$ cat src/rtl/punc_mem_pkg.sv
// Shared types and constants for the PUNC data-memory responder.
package punc_mem_pkg;

    localparam int WORD_W              = 16;
    localparam int WAIT_CYCLES_DEFAULT = 1;

    typedef enum logic [1:0] {
        ST_IDLE    = 2'd0,
        ST_WAIT    = 2'd1,
        ST_ACCESS  = 2'd2,
        ST_RESPOND = 2'd3
    } state_t;

endpackage

$ cat src/rtl/punc_mem_array.sv
// Word storage: one synchronous write/registered-read port plus a combinational debug read.
module punc_mem_array
    import punc_mem_pkg::*;
#(
    parameter int MEM_WORDS = 128
) (
    input  logic              clk,
    input  logic              wr_en,
    input  logic              rd_en,
    input  logic [WORD_W-1:0] addr,
    input  logic [WORD_W-1:0] wdata,
    output logic [WORD_W-1:0] rdata,
    input  logic [WORD_W-1:0] dbg_addr,
    output logic [WORD_W-1:0] dbg_rdata
);

    localparam int                IDX_W      = (MEM_WORDS > 1) ? $clog2(MEM_WORDS) : 1;
    localparam logic [WORD_W:0]   ADDR_LIMIT = MEM_WORDS[WORD_W:0];

    logic [WORD_W-1:0] mem [MEM_WORDS];
    logic              addr_ok;
    logic              dbg_ok;

    // Out-of-range ports never touch the array, even if the caller asks.
    assign addr_ok = {1'b0, addr} < ADDR_LIMIT;
    assign dbg_ok  = {1'b0, dbg_addr} < ADDR_LIMIT;

    always_ff @(posedge clk) begin
        if (wr_en && addr_ok) begin
            mem[addr[IDX_W-1:0]] <= wdata;
        end
        if (rd_en && addr_ok) begin
            rdata <= mem[addr[IDX_W-1:0]];
        end
    end

    assign dbg_rdata = dbg_ok ? mem[dbg_addr[IDX_W-1:0]] : '0;

endmodule

$ cat src/rtl/punc_dmem_responder.sv
// Single-outstanding data-memory responder with programmable wait states in front of each access.
module punc_dmem_responder
    import punc_mem_pkg::*;
#(
    parameter int MEM_WORDS   = 128,
    parameter int WAIT_CYCLES = WAIT_CYCLES_DEFAULT
) (
    input  logic        clk,
    input  logic        rst,
    input  logic        req_valid,
    output logic        req_ready,
    input  logic        req_wr,
    input  logic [15:0] req_addr,
    input  logic [15:0] req_wdata,
    output logic        rsp_valid,
    input  logic        rsp_ready,
    output logic [15:0] rsp_rdata,
    output logic        rsp_err,
    input  logic [15:0] dbg_addr,
    output logic [15:0] dbg_rdata
);

    localparam logic [WORD_W:0] ADDR_LIMIT = MEM_WORDS[WORD_W:0];
    localparam logic [3:0]      WAIT_INIT  = WAIT_CYCLES[3:0];

    state_t            state;
    state_t            state_nxt;
    logic [3:0]        wait_cnt;
    logic              accept;
    logic              lat_wr;
    logic              lat_err;
    logic [WORD_W-1:0] lat_addr;
    logic [WORD_W-1:0] lat_wdata;
    logic              arr_wr_en;
    logic              arr_rd_en;
    logic [WORD_W-1:0] arr_rdata;

    assign accept = req_valid && (state == ST_IDLE);

    always_ff @(posedge clk) begin
        if (rst) begin
            state    <= ST_IDLE;
            wait_cnt <= '0;
        end else begin
            state <= state_nxt;
            if (accept) begin
                wait_cnt <= WAIT_INIT;
            end else if (state == ST_WAIT) begin
                wait_cnt <= wait_cnt - 4'd1;
            end
        end
    end

    // Request is frozen at accept so the initiator may change its inputs while we work.
    always_ff @(posedge clk) begin
        if (rst) begin
            lat_wr    <= 1'b0;
            lat_err   <= 1'b0;
            lat_addr  <= '0;
            lat_wdata <= '0;
        end else if (accept) begin
            lat_wr    <= req_wr;
            lat_err   <= !({1'b0, req_addr} < ADDR_LIMIT);
            lat_addr  <= req_addr;
            lat_wdata <= req_wdata;
        end
    end

    always_comb begin
        state_nxt = state;
        case (state)
            ST_IDLE: begin
                if (req_valid) begin
                    state_nxt = (WAIT_CYCLES > 0) ? ST_WAIT : ST_ACCESS;
                end
            end
            ST_WAIT: begin
                if (wait_cnt <= 4'd1) begin
                    state_nxt = ST_ACCESS;
                end
            end
            ST_ACCESS: state_nxt = ST_RESPOND;
            ST_RESPOND: begin
                if (rsp_ready) begin
                    state_nxt = ST_IDLE;
                end
            end
            default: state_nxt = ST_IDLE;
        endcase
    end

    // A reset landing on the ACCESS edge must cancel the commit, hence the rst gate.
    always_comb begin
        req_ready = 1'b0;
        rsp_valid = 1'b0;
        rsp_err   = 1'b0;
        rsp_rdata = '0;
        arr_wr_en = 1'b0;
        arr_rd_en = 1'b0;
        case (state)
            ST_IDLE: req_ready = 1'b1;
            ST_ACCESS: begin
                arr_wr_en = lat_wr && !lat_err && !rst;
                arr_rd_en = !lat_wr && !lat_err;
            end
            ST_RESPOND: begin
                rsp_valid = 1'b1;
                rsp_err   = lat_err;
                rsp_rdata = (lat_wr || lat_err) ? '0 : arr_rdata;
            end
            default: ;
        endcase
    end

    punc_mem_array #(
        .MEM_WORDS(MEM_WORDS)
    ) u_array (
        .clk      (clk),
        .wr_en    (arr_wr_en),
        .rd_en    (arr_rd_en),
        .addr     (lat_addr),
        .wdata    (lat_wdata),
        .rdata    (arr_rdata),
        .dbg_addr (dbg_addr),
        .dbg_rdata(dbg_rdata)
    );

endmodule

$ cat config.mk
export PLATFORM = sky130hd
export DESIGN_NAME = punc_dmem_responder
export DESIGN_NICKNAME = d
export VERILOG_FILES = /design/src/rtl/punc_mem_pkg.sv /design/src/rtl/punc_mem_array.sv /design/src/rtl/punc_dmem_responder.sv
export SDC_FILE = /design/constraint.sdc
export NUM_CORES = 2
export LEC_CHECK = 0
export CORE_MARGIN = 5
export CORE_UTILIZATION = 45
export CTS_CLUSTER_SIZE = 40
export DETAILED_ROUTE_END_ITERATION = 6
export GPL_ROUTABILITY_DRIVEN = 0
export SETUP_SLACK_MARGIN = 0.2
export SLEW_MARGIN = 10
export SYNTH_ARGS = -nofsm -noshare
export SYNTH_HDL_FRONTEND = slang
export SYNTH_SLANG_ARGS = --single-unit
$ cat constraint.sdc
create_clock -name clk -period 4.3 [get_ports clk]
set_input_delay 0.86 -clock clk [delete_from_list [all_inputs] [get_ports clk]]
set_output_delay 0.86 -clock clk [all_outputs]
set_load 0.05 [all_outputs]
# [After elaboration in Yosys (flattened, before gate mapping)]
# Memories as Yosys holds them, arrays and structs flattened. A register that Yosys moved wholly into a read port is not among the register bits.
# Index checks and enable logic that the tools add are counted.
[totals] ram_bits=2048 regBits=40 n_memories=1 wordCells=50
[op_classes] n_lt_le_gt_ge=4 reduce_logical=15 muxes=16 n_addsub=1 n_eq_ne=6
[memory_table] name="u_array.mem" words=128 width=16 read_ports=2 rd_clocked_by_memory_dff=1 write_ports=1 line_no="punc_mem_array.sv:20" source="logic [WORD_W-1:0] mem [MEM_WORDS];"
[op_table] op="less-than comparator 16 x 8 -> 1 bit (second input constant)" n=3
[op_table] op="2-to-1 mux 16 bit" n=3
[op_table] op="2-to-1 mux 1 bit" n=9
[op_table] op="one-hot mux 2 bit (4 select lines)" n=1
[op_table] op="logical AND 1 bit" n=6
[op_table] op="2-to-1 mux 2 bit" n=3
[op_table] op="== test 2 bit (second input constant)" n=2
[op_table] op="less-or-equal comparator 4 x 1 -> 1 bit (second input constant)" n=1
[op_table] op="logical NOT 1 bit" n=4
[op_table] op="inequality test 2 bit (second input constant)" n=2
[op_table] op="subtractor 4 x 1 -> 4 bit (second input constant)" n=1
[op_table] op="AND reduction 3 bit" n=1
[op_table] op="== test 2 x 1 -> 1 bit (second input constant)" n=1
[op_table] op="logical NOT 2 bit" n=1
[op_table] op="inequality test 2 x 1 -> 1 bit (second input constant)" n=1
[op_table] op="nonzero test 2 bit" n=1
[op_table] op="OR reduction 2 bit" n=1
[op_table] op="logical OR 1 bit" n=1

# [Depth between registers and ports, before layout]
[logic_depth] depth_word=7 depth_mapped=13

# [Hierarchy]
# A second synthesis with hierarchy kept.
[unflattened] cells_unflattened=5824 hier_area_um2=98135.4
[by_module_without_submodules] mod="punc_mem_array" area_each_um2=96451.3 instances=1 cells_per_inst=5614 seq_area_each_um2=61979.4
[by_module_without_submodules] mod="punc_dmem_responder" area_each_um2=1684.1 instances=1 cells_per_inst=210 seq_area_each_um2=800.8

# [Worst setup path before layout]
# OpenSTA, ideal clock, no wires.
[synth_timing] path_type="input-to-output" from="input dbg_addr[0]" to="output dbg_rdata[11]" t_arrival_ps=3162 required_time_ps=3440 setup_slack_ps=278 path_buffers=3 stages=8 path_cell_list="buf_2 > clkbuf_1 > buf_1 > mux4_2 > mux2i_1 > o22ai_1 > nor4_1 > a21oi_1"
[synth_between] elab_chain_cells=2 elab_cells_between_ends=3 cone_classes="1 x order compare; 1 x mux; 1 x memory"
[synth_lines] element="from (decl)" line_no="punc_dmem_responder.sv:19" source="input logic [15:0] dbg_addr,"
[synth_lines] element="memory read (128 x 16 bit) or less-than comparator 16 x 8 -> 1 bit (tied branches)"
[synth_lines] element="2-to-1 mux 16 bit *" line_no="punc_mem_array.sv:37" source="assign dbg_rdata = dbg_ok ? mem[dbg_addr[IDX_W-1:0]] : '0;"
[synth_lines] element="to (decl)" line_no="punc_dmem_responder.sv:20" source="output logic [15:0] dbg_rdata"
# Mark *: on every way between the ends. The rest lies on a longest branch, timed or not.

# [Worst setup path after layout]
[layout_timing] from="input dbg_addr[0]" to="output dbg_rdata[13]"
# The elaborated chain is that of the path after synthesis.

==> results.json <==
{
  "fmax_mhz": 217,
  "violations": "DRC, setup timing",
  "start_util": 0.451,
  "die_w_um": 476,
  "swShare": 0.307,
  "drt_iter0_markers": 12579,
  "skew_ns": 0.0443,
  "synth_area_leader_cell": "edfxtp_1",
  "grt_pass1_wl_um": 569000,
  "synth_seq_cells": 2104,
  "netlist_top_cells_count": "2,064 x edfxtp_1, 654 x mux4_2, 442 x mux2i_1, 239 x mux2_2, 225 x nor2_1",
  "timing.final.ws_setup_ns": -0.300,
  "drive_gt1_frac": 0.392,
  "synth.area.top_cells": "edfxtp_1 63%, mux4_2 15%, mux2i_1 4.5%",
  "seq_power_share": 0.438,
  "die_area_sq_um": 227000,
  "grt_setup_unrepaired": "true",
  "synth_warnings": 0,
  "via_count": 70111,
  "ys.flop_type": "edfxtp_1",
  "p_int_uw": 38400,
  "status": "finished with violations",
  "core_area_sq_um": 217000,
  "pwr-share-clk": 0.341,
  "grt_util_met3": 0.148,
  "fillers": 16828,
  "grt_pass1_vias": 66062,
  "synth_xor_area_frac": 0.000269,
  "dp_hpwl_um": 287000,
  "worstPathArrival_ns": 3.74,
  "path_class": "input port to output port",
  "synth_cell_types": 79,
  "r2r_cells": 10,
  "synthMuxAreaShare": 0.224,
  "io_pins": 88,
  "holdBufCountCts": 0,
  "tightestPinTransition_ns": 1.36,
  "syn-num-nets": 5686,
  "row_count": 171,
  "area_growth_pct": 22.7,
  "syn_area_sq_um": 97700,
  "use_met1": 0.466,
  "track_usage": 0.369,
  "wl_um": 424000,
  "wl_per_cell_um": 44.0,
  "place_area_sq_um": 110000,
  "die_y_um": 476,
  "post-route-util": 0.553,
  "cts_buffers": 218,
  "viasPerCell": 7.28,
  "drc": 2,
  "cp_max_fo": 6,
  "report.final.slew_viol_count": 0,
  "avgSynthCellArea_sq_um": 17.4,
  "clk_pin_slew_worst_paths_ns": 0.06,
  "use_met2": 0.519,
  "p_leak_uw": 0.0401,
  "hold-worst-slack_ns": 0.456,
  "syn-instance-count": 5627,
  "period_needed_ns": 4.60,
  "synth-edff-count": 2064,
  "critPathRequiredTime_ns": 3.44,
  "startpoint_type": "input port",
  "combPwrFrac": 0.222,
  "grt_start_max_net_pins": 105,
  "synth_fa_ha_area_frac": 0.000768,
  "cts_tree": "built",
  "yosys.area_share.simple": 0.0291,
  "root_buffer": "clkbuf_16",
  "ctsHtreeMaxLevel": 4,
  "layout.nets": 6625,
  "irDropWorstVdd_mv": 0.505,
  "busiest_layer": "met2",
  "min_path_type": "register to register",
  "cts_sinks": 2104,
  "fin_area_sq_um": 120000,
  "synth_top_family_by_area": "multiplexers",
  "cts_buffer_depth": 3,
  "slew_headroom": 0.0924,
  "portBuffers": 87,
  "hold_viol": 0,
  "grt.overflow.total": 0,
  "crit_path_end_kind": "output port",
  "async_reset_ff_frac": 0,
  "period_share": 1.07,
  "whs_path_depth": 2,
  "synth_top_area_frac": 0.634,
  "finalSetupViolCount": 15,
  "drt_first_pass_iters": 7,
  "synth_compound_area_frac": 0.0799,
  "synth_most_common_cell": "edfxtp_1",
  "yosysSeqAreaShare": 0.642,
  "clk_latency_ns": 0.91,
  "r2r_setup_slack_ns": 0,
  "cap_violations": 0,
  "netSwitchingPower_uw": 17000,
  "tns_ns": -2.25,
  "antenna_found_initial": 30,
  "drt.antenna.violating_nets": 0,
  "power.density_nw_per_um2": 463
}
## repair_timing
| item | in CTS | in global routing |
|---|---|---|
| setup endpoints to repair | 16 | 21 |
| cloned | 8 | 3 |
| resized for setup | 264 | 100 |
| pin swaps | 33 | 24 |
| buffers inserted | 43 | 37 |
## power by group through the flow
stage,registers [uW],clock network [uW],logic (uW)
CTS,24300,18900,11500
finish,24300,18900,12300
detailed placement,24700,0,11200
global placement,24700,0,11200
floorplan,24500,0,5010
global route,24300,19800,12200
## kinds of logic after synthesis
logic type	count (synthesis)
compound gates	1059
simple gates	631
flops	2104
xor+xnor	3
mux	1339
buf+inv	485
fa+ha+maj	6
## placed cells by master (no fill, tap or decap), types with 65 or more instances in the layout
cell type / instances
mux4_2: 654
a22oi_1: 155
nor2_1: 93
buf_12: 154
o22ai_1: 154
a221oi_1: 208
mux2_2: 239
mux2i_1: 397
clkbuf_16: 227
edfxtp_1: 2064
nand2_1: 215
nor2_2: 129
a21oi_1: 123
o21ai_0: 65
buf_4: 867
## final timing paths
kind | to | startpoint
max | dbg_rdata[13] | dbg_addr[0]
min reg2reg | lat_addr[14] | lat_addr[14]
min | lat_addr[14] | lat_addr[14]
max reg2reg | u_array.rdata[5] | lat_addr[0]
## stage by stage
stage                     cells  worst slack (ns)  power (uW)
final                      9633            -0.300       55500
after global routing       9612            -0.209       56300
after CTS                  9557           -0.0998       54700
after detailed placement   9109             -1.07       35900
after global placement     9109             -1.07       35800
after floorplan            5627             0.278       29500
## registers in the layout (all words and copies together), names as in the netlist
| register | flops |
|---|---|
| lat_addr | 16 |
| u_array.rdata | 16 |
| u_array.mem | 2048 |
| state | 2 |
| lat_err | 1 |
| wait_cnt | 4 |
| lat_wdata | 16 |
| lat_wr | 1 |
## final cells by class
cell class,count,area (sq um),share of cell area
Inverter,11,56.3,0.000469
Multi-Input combinational cell,3038,34500,0.288
Timing Repair Buffer,1193,11900,0.0992
Clock inverter,122,1150,0.00959
Sequential cell,2104,62900,0.524
Clock buffer,275,5830,0.0486
Antenna cell,36,90.1,0.000751
Tap cell,2854,3570,0.0298
## worst max-delay path: stages
cell,delay (ns)
buf_16,0.13
buf_16,0.14
buf_12,0.15
buf_12,0.11
buf_16,0.12
buf_12,0.10
mux4_2,0.54
mux2i_4,0.36
buf_6,0.17
o22ai_4,0.06
nor4_4,0.48
buf_4,0.21
a21oi_4,0.08
buf_6,0.19
## routing by layer
layer  vias to the layer above  share of wire
met5                         -        0.00014
met4                        10          0.089
met3                      1519           0.15
met2                      6497           0.42
met1                     36167           0.34
li1                      25918              -
(Power assumes the default switching activity.)
